## config.mk

```make
export PLATFORM = sky130hd
export DESIGN_NAME = pulse_meas_scheduler
export DESIGN_NICKNAME = d
export VERILOG_FILES = /design/src/rtl/pulse_meas_scheduler.sv
export SDC_FILE = /design/constraint.sdc
export NUM_CORES = 1
export LEC_CHECK = 0
export BUFFER_PORTS_ARGS = -buffer_cell sky130_fd_sc_hd__buf_2
export CAP_MARGIN = 0
export CORE_ASPECT_RATIO = 0.7
export CORE_UTILIZATION = 45
export CTS_BUF_LIST = sky130_fd_sc_hd__clkbuf_8 sky130_fd_sc_hd__clkbuf_16
export CTS_CLUSTER_DIAMETER = 80
export DETAILED_ROUTE_END_ITERATION = 10
export HOLD_SLACK_MARGIN = 0.12
export PLACE_DENSITY = 0.66
export SYNTH_ARGS = -nofsm -noshare
export SYNTH_HDL_FRONTEND = slang
export SYNTH_SLANG_ARGS = --single-unit
```

## constraint.sdc

```tcl
create_clock -name clk -period 4.5 [get_ports clk]
set_input_delay 0.225 -clock clk [delete_from_list [all_inputs] [get_ports clk]]
set_output_delay 0.225 -clock clk [all_outputs]
set_load 0.05 [all_outputs]
```

## src/rtl/pulse_meas_scheduler.sv

```systemverilog
// Purpose : round-robin sharing of one pulse-width measurement engine across CH channels.
// Latency : grant 1 cycle after req in IDLE; 2 arm cycles, then wait for low/rise, width, +1 to result.
// Backpr. : result held in REPORT while res_ready is low; no new grant is issued until it is accepted.
//
// Ports:
//   clk, rst         clock, synchronous active-high reset
//   in[CH]           per-channel pulse inputs (only the granted one is observed)
//   req[CH]          per-channel measurement request (level, sampled only in IDLE)
//   grant[CH]        one-hot grant, held from ARM through REPORT
//   busy             high whenever the engine is not idle
//   res_valid/ready  result handshake
//   res_ch           index of the measured channel
//   res_width        measured high width in cycles, saturating (0 on timeout)
//   res_long         res_width >= 3*NUM (saturated width counts as long)
//   res_timeout      measurement aborted waiting for low level / rising edge
module pulse_meas_scheduler #(
  parameter int CH      = 4,
  parameter int NUM     = 5,
  parameter int CNT_W   = 8,
  parameter int TIMEOUT = 64
) (
  input  logic                  clk,
  input  logic                  rst,
  input  logic [CH-1:0]         in,
  input  logic [CH-1:0]         req,
  output logic [CH-1:0]         grant,
  output logic                  busy,
  output logic                  res_valid,
  input  logic                  res_ready,
  output logic [$clog2(CH)-1:0] res_ch,
  output logic [CNT_W-1:0]      res_width,
  output logic                  res_long,
  output logic                  res_timeout
);

  localparam int IDX_W   = $clog2(CH);
  // Holds TIMEOUT+1: a low level found exactly at the limit still gets one rise check.
  localparam int TMO_W   = $clog2(TIMEOUT + 2);
  localparam int LONG_TH = 3 * NUM;
  localparam logic [CNT_W-1:0] WIDTH_MAX = {CNT_W{1'b1}};

  typedef enum logic [2:0] {
    S_IDLE,
    S_ARM,
    S_WAIT_LOW,
    S_WAIT_RISE,
    S_MEASURE,
    S_REPORT
  } state_t;

  state_t           state_q, state_d;
  logic [IDX_W-1:0] rr_ptr, sel, pick_idx;
  logic             pick_found;
  int               cand;
  logic             s1, s2, arm_cnt;
  logic [TMO_W-1:0] tmo_cnt;
  logic [CNT_W-1:0] width;
  logic             tmo_hit, rise, fall, width_long;
  logic             arm_go, meas_start, rep_meas, rep_tmo, accept, tmo_inc;

  // Rotating-priority pick: scan from the highest offset down so the
  // lowest offset from rr_ptr with a set request is the one that sticks.
  always_comb begin
    pick_found = 1'b0;
    pick_idx   = '0;
    cand       = 0;
    for (int i = CH - 1; i >= 0; i--) begin
      cand = int'(rr_ptr) + i;
      if (cand >= CH) cand = cand - CH;
      if (req[cand[IDX_W-1:0]]) begin
        pick_found = 1'b1;
        pick_idx   = cand[IDX_W-1:0];
      end
    end
  end

  // Edge detect on the two sample flops. In WAIT_RISE s2 is always 0 on entry
  // and in MEASURE s2 is always 1, so these reduce to plain level checks there.
  assign rise       = s1 & ~s2;
  assign fall       = ~s1 & s2;
  assign tmo_hit    = (tmo_cnt >= TMO_W'(TIMEOUT));
  assign width_long = (int'(width) >= LONG_TH) || (width == WIDTH_MAX);

  always_comb begin
    state_d    = state_q;
    arm_go     = 1'b0;
    meas_start = 1'b0;
    rep_meas   = 1'b0;
    rep_tmo    = 1'b0;
    accept     = 1'b0;
    case (state_q)
      S_IDLE: begin
        if (pick_found) begin
          state_d = S_ARM;
          arm_go  = 1'b1;
        end
      end
      S_ARM: begin
        if (arm_cnt) state_d = S_WAIT_LOW;
      end
      S_WAIT_LOW: begin
        // A qualifying event on the timeout cycle takes precedence.
        if (!s1) begin
          state_d = S_WAIT_RISE;
        end else if (tmo_hit) begin
          state_d = S_REPORT;
          rep_tmo = 1'b1;
        end
      end
      S_WAIT_RISE: begin
        if (rise) begin
          state_d    = S_MEASURE;
          meas_start = 1'b1;
        end else if (tmo_hit) begin
          state_d = S_REPORT;
          rep_tmo = 1'b1;
        end
      end
      S_MEASURE: begin
        if (fall) begin
          state_d  = S_REPORT;
          rep_meas = 1'b1;
        end
      end
      S_REPORT: begin
        if (res_ready) begin
          state_d = S_IDLE;
          accept  = 1'b1;
        end
      end
      default: state_d = S_IDLE;
    endcase
  end

  // The timeout budget spans both wait states without restarting.
  assign tmo_inc = (state_q == S_WAIT_LOW || state_q == S_WAIT_RISE) &&
                   (state_d == S_WAIT_LOW || state_d == S_WAIT_RISE);

  always_ff @(posedge clk) begin
    if (rst) begin
      state_q     <= S_IDLE;
      rr_ptr      <= '0;
      sel         <= '0;
      grant       <= '0;
      s1          <= 1'b0;
      s2          <= 1'b0;
      arm_cnt     <= 1'b0;
      tmo_cnt     <= '0;
      width       <= '0;
      res_width   <= '0;
      res_long    <= 1'b0;
      res_timeout <= 1'b0;
    end else begin
      state_q <= state_d;

      if (arm_go) begin
        sel     <= pick_idx;
        grant   <= CH'(1) << pick_idx;
        s1      <= 1'b0;
        s2      <= 1'b0;
        arm_cnt <= 1'b0;
        width   <= '0;
      end else begin
        s1 <= in[sel];
        s2 <= s1;
      end

      if (state_q == S_ARM) begin
        arm_cnt <= 1'b1;
        tmo_cnt <= '0;
      end else if (tmo_inc) begin
        tmo_cnt <= tmo_cnt + TMO_W'(1);
      end

      if (meas_start) begin
        width <= CNT_W'(1);
      end else if (state_q == S_MEASURE && s1 && width != WIDTH_MAX) begin
        width <= width + CNT_W'(1);
      end

      if (rep_meas) begin
        res_width   <= width;
        res_long    <= width_long;
        res_timeout <= 1'b0;
      end else if (rep_tmo) begin
        res_width   <= '0;
        res_long    <= 1'b0;
        res_timeout <= 1'b1;
      end

      if (accept) begin
        grant  <= '0;
        rr_ptr <= (sel == IDX_W'(CH - 1)) ? '0 : sel + IDX_W'(1);
      end
    end
  end

  assign busy      = (state_q != S_IDLE);
  assign res_valid = (state_q == S_REPORT);
  assign res_ch    = sel;

endmodule
```

==> run_results.csv <==
group,metric,value,unit
status,status,"completed",
setup_path,cp-start-kind,"flip-flop",
clock_network,clkTransAtPathRegs,0.07,ns
pwr,p_sw,194,uW
hold_path,hold_path.class,"in -> reg",
setup_path,critPathCaptureType,"output port",
setup_path,crit_start,"state_q[2]",
clock_network,cts_num_sinks,39,
synthesis,netlist-cell-type-count,48,
clock_network,cts_made_buffers,5,
routing,wl,4.08,mm
setup_path,cp-endpoint,"res_valid",
synthesis,synth_top_area_frac,0.418,
synthesis,syn_inst,223,
placed_design,pre_cts_ws,2.86,ns
sta,finalClockSkew,0.00471,ns
die,pin_count,29,
die,die_y,55.9,um
final_layout,fillCellCount,403,
final_layout,syn_to_final_growth,13.7,%
die,die_w,79.0,um
final_layout,final_util,0.539,
placed_design,gp_congestion,0.864,
synthesis,yosys_warnings,0,
clock_network,cts_root_buf,"clkbuf_8",
global_route,grt_start_max_net_pins,27,
routing,drtAntennaViolNets,0,
synthesis,yosys-top-cells-area,"dfxtp_1, a21oi_1, nor2_1",
synthesis,synth_edf_count,0,
pwr,internal_power,510,uW
routing,drc,0,
clock_network,ctsHoldBuffers,0,
global_route,grt_pass1_vias,1530,
synthesis,mappedNetlistArea,1870,um^2
setup_path,required,4.28,ns
pwr,power_density,331,nW/um^2
pwr,clock_power_share,0.334,
clock_network,cts_setup_buffers,0,
setup_path,critPathMaxFanout,8,
synthesis,async_flop_share,0,
setup_path,crit_path_cell_trace,"and2b_1 -> inv_1 -> nor2_1 -> buf_2",
global_route,antenna_found_initial,0,
setup_path,critPathSlowestCell,"dfxtp_1",
clock_network,cts_tree,"built",
routing,vias,1681,
hold_path,hold_depth,4,
final_layout,drive_gt1_frac,0.191,
placed_design,io_buffers,28,
clock_network,cts_resized,0,
setup_path,reg2reg_slack,2.82,ns
synthesis,yosys.area.top_type,"dfxtp_1",
sta,slew_viol_final,0,
pwr,vdd_drop_max,0.000225,V
final_layout,antenna_cells,0,
die,fp.coreArea,3950,um^2
global_route,gr-total-overflow,0,
synthesis,ys_seq_elements,39,
sta,tns,0,ns
pwr,swShare,0.276,
sta,final-hold-violation-count,0,
synthesis,ys.flop_type,"dfxtp_1",
clock_network,h-tree-depth,2,
setup_path,regToRegStartpoint,"state_q[1]",
pwr,pwr-share-comb,0.146,
sta,period_minus_slack,1.75,ns
routing,drt_iter0_drc,67,
final_layout,nets,266,
sta,slew_headroom,0.607,
setup_path,worstReg2RegEnd,"grant[2]",
die,start_util,0.474,
sta,rsz0062_at_grt,"no",
setup_path,reg2reg_depth,4,
sta,worst_pin_slew,0.588,ns
clock_network,clk_path_buf_depth,2,
sta,setup_violations,0,
routing,wl_per_cell,13.5,um
pwr,seq_power_share,0.520,
pwr,p_leak,0.811,nW
synthesis,yosysSeqAreaShare,0.418,
setup_path,crit_arrival,1.52,ns
clock_network,clk_latency,0.29,ns
setup_path,max_stage_delay,0.47,ns
sta,fmax,572,MHz
die,num_rows,19,
synthesis,syn_nets,238,
synthesis,syn_avg_cell_area,8.38,um^2
setup_path,path_class,"reg -> out",
hold_path,hp-start,"res_ready",
routing,drt-vias-per-instance,5.55,
sta,finalCritPeriodShare,0.388,
routing,dr.pass1.iters,4,
sta,worst_slack,2.75,ns
die,die-area,4420,um^2
sta,hold_slack,0.291,ns
placed_design,hpwl,2.99,mm
global_route,grt_usage,0.204,
job,cap_violations,0,
global_route,grt_pass1_wl,7.09,mm
==> worst max-delay path, delay by kind of cell (launching register included) <==
kind | cells | cell delay (ns)
simple gates | 2 | 0.39
buf+inv | 2 | 0.37
flops | 1 | 0.47
==> worst min path at each step <==
stage / end / slack [ns]
after detailed placement: res_timeout / 0.46
final: state_q[0] / 0.29
after global routing: state_q[0] / 0.31
after global placement: res_timeout / 0.45
after CTS: state_q[0] / 0.28
after floorplan: state_q[2] / 0.42
==> sequential cells by signal (all words and copies together), names as in the netlist <==
| name | flops |
|---|---|
| res_long | 1 |
| res_timeout | 1 |
| res_ch | 2 |
| state_q | 3 |
| width | 8 |
| rr_ptr | 2 |
| grant | 4 |
| s1 | 1 |
| res_width | 8 |
| s2 | 1 |
| tmo_cnt | 7 |
| arm_cnt | 1 |
==> power by group through the flow <==
stage / clock network (mW) / logic (mW) / registers, mW
CTS: 0.240 / 0.103 / 0.365
detailed placement: 0 / 0.103 / 0.373
global placement: 0 / 0.103 / 0.372
floorplan: 0 / 0.0736 / 0.380
global route: 0.259 / 0.112 / 0.367
finish: 0.235 / 0.103 / 0.366
==> layout by cell type (no fill, tap or decap), types with 2 or more instances in the layout <==
| cell | netlist | final |
|---|---|---|
| a211oi_1 | 2 | 2 |
| clkbuf_8 | 0 | 6 |
| nor2b_1 | 2 | 2 |
| nand2b_1 | 4 | 4 |
| xor2_1 | 2 | 2 |
| a21o_1 | 2 | 2 |
| a22o_1 | 4 | 4 |
| nand3_1 | 17 | 17 |
| o21ai_0 | 9 | 9 |
| ha_1 | 4 | 4 |
| nor3_1 | 6 | 6 |
| nand4_1 | 4 | 4 |
| nand2_1 | 21 | 21 |
| and2_1 | 2 | 2 |
| nor2_1 | 23 | 23 |
| dfxtp_1 | 39 | 39 |
| a21oi_1 | 28 | 28 |
| o22ai_1 | 4 | 4 |
| inv_2 | 2 | 2 |
| mux2i_1 | 2 | 2 |
| o21ai_1 | 2 | 2 |
| or2_2 | 2 | 2 |
| buf_2 | 2 | 28 |
| a31oi_1 | 4 | 4 |
| inv_1 | 5 | 5 |
| xnor2_1 | 2 | 2 |
| or3_1 | 2 | 2 |
| nor3b_1 | 3 | 3 |
==> layer usage <==
layer | track usage | vias up | share of wire
met2 | 0.271 | 44 | 0.38
met1 | 0.321 | 777 | 0.56
li1 | - | 856 | -
met3 | 0.0541 | 4 | 0.048
met4 | 0.0468 | 0 | 0.010
met5 | 0 | - | 0
==> per-stage QoR <==
stage / std cells / cell area, um^2 / power (mW)
2_1_floorplan: 223 / 1870 / 0.454
6_report: 303 / 2130 / 0.704
5_1_grt: 303 / 2130 / 0.739
3_3_place_gp: 296 / 2040 / 0.475
3_5_place_dp: 296 / 2040 / 0.476
4_1_cts: 303 / 2130 / 0.709
==> cell usage after synthesis, drive strengths merged (2+ instances only) <==
cell / count
a21o: 2
and2: 2
xor2: 2
nor3: 7
o21ai: 12
a31oi: 5
nand4: 5
o22ai: 4
a22o: 4
a21oi: 28
inv: 7
nand2: 21
dfxtp: 39
clkbuf: 4
nor2b: 2
mux2i: 2
ha: 4
nand3: 17
or2: 2
nand2b: 4
buf: 3
xnor2: 2
nor2: 23
nor3b: 4
a211oi: 2
or3: 3
==> layout make-up <==
type | count | area [um^2] | area share
Multi-Input combinational cell | 170 | 1030 | 0.483
Sequential cell | 39 | 781 | 0.367
Timing Repair Buffer | 28 | 140 | 0.0659
Clock buffer | 6 | 82.6 | 0.0388
Tap cell | 52 | 65.1 | 0.0306
Inverter | 7 | 26.3 | 0.0124
Clock inverter | 1 | 5.00 | 0.00235
==> logic make-up after synthesis <==
family | Yosys count | share of synthesized area
and+or+nand+nor | 97 | 0.272
AOI/OAI and AO/OA | 62 | 0.208
DFF | 39 | 0.418
buffers and inverters | 14 | 0.0335
xor gates and xnor gates | 4 | 0.0187
adders and majority gates | 4 | 0.0268
muxes | 3 | 0.0228
(Power assumes the default switching activity.)
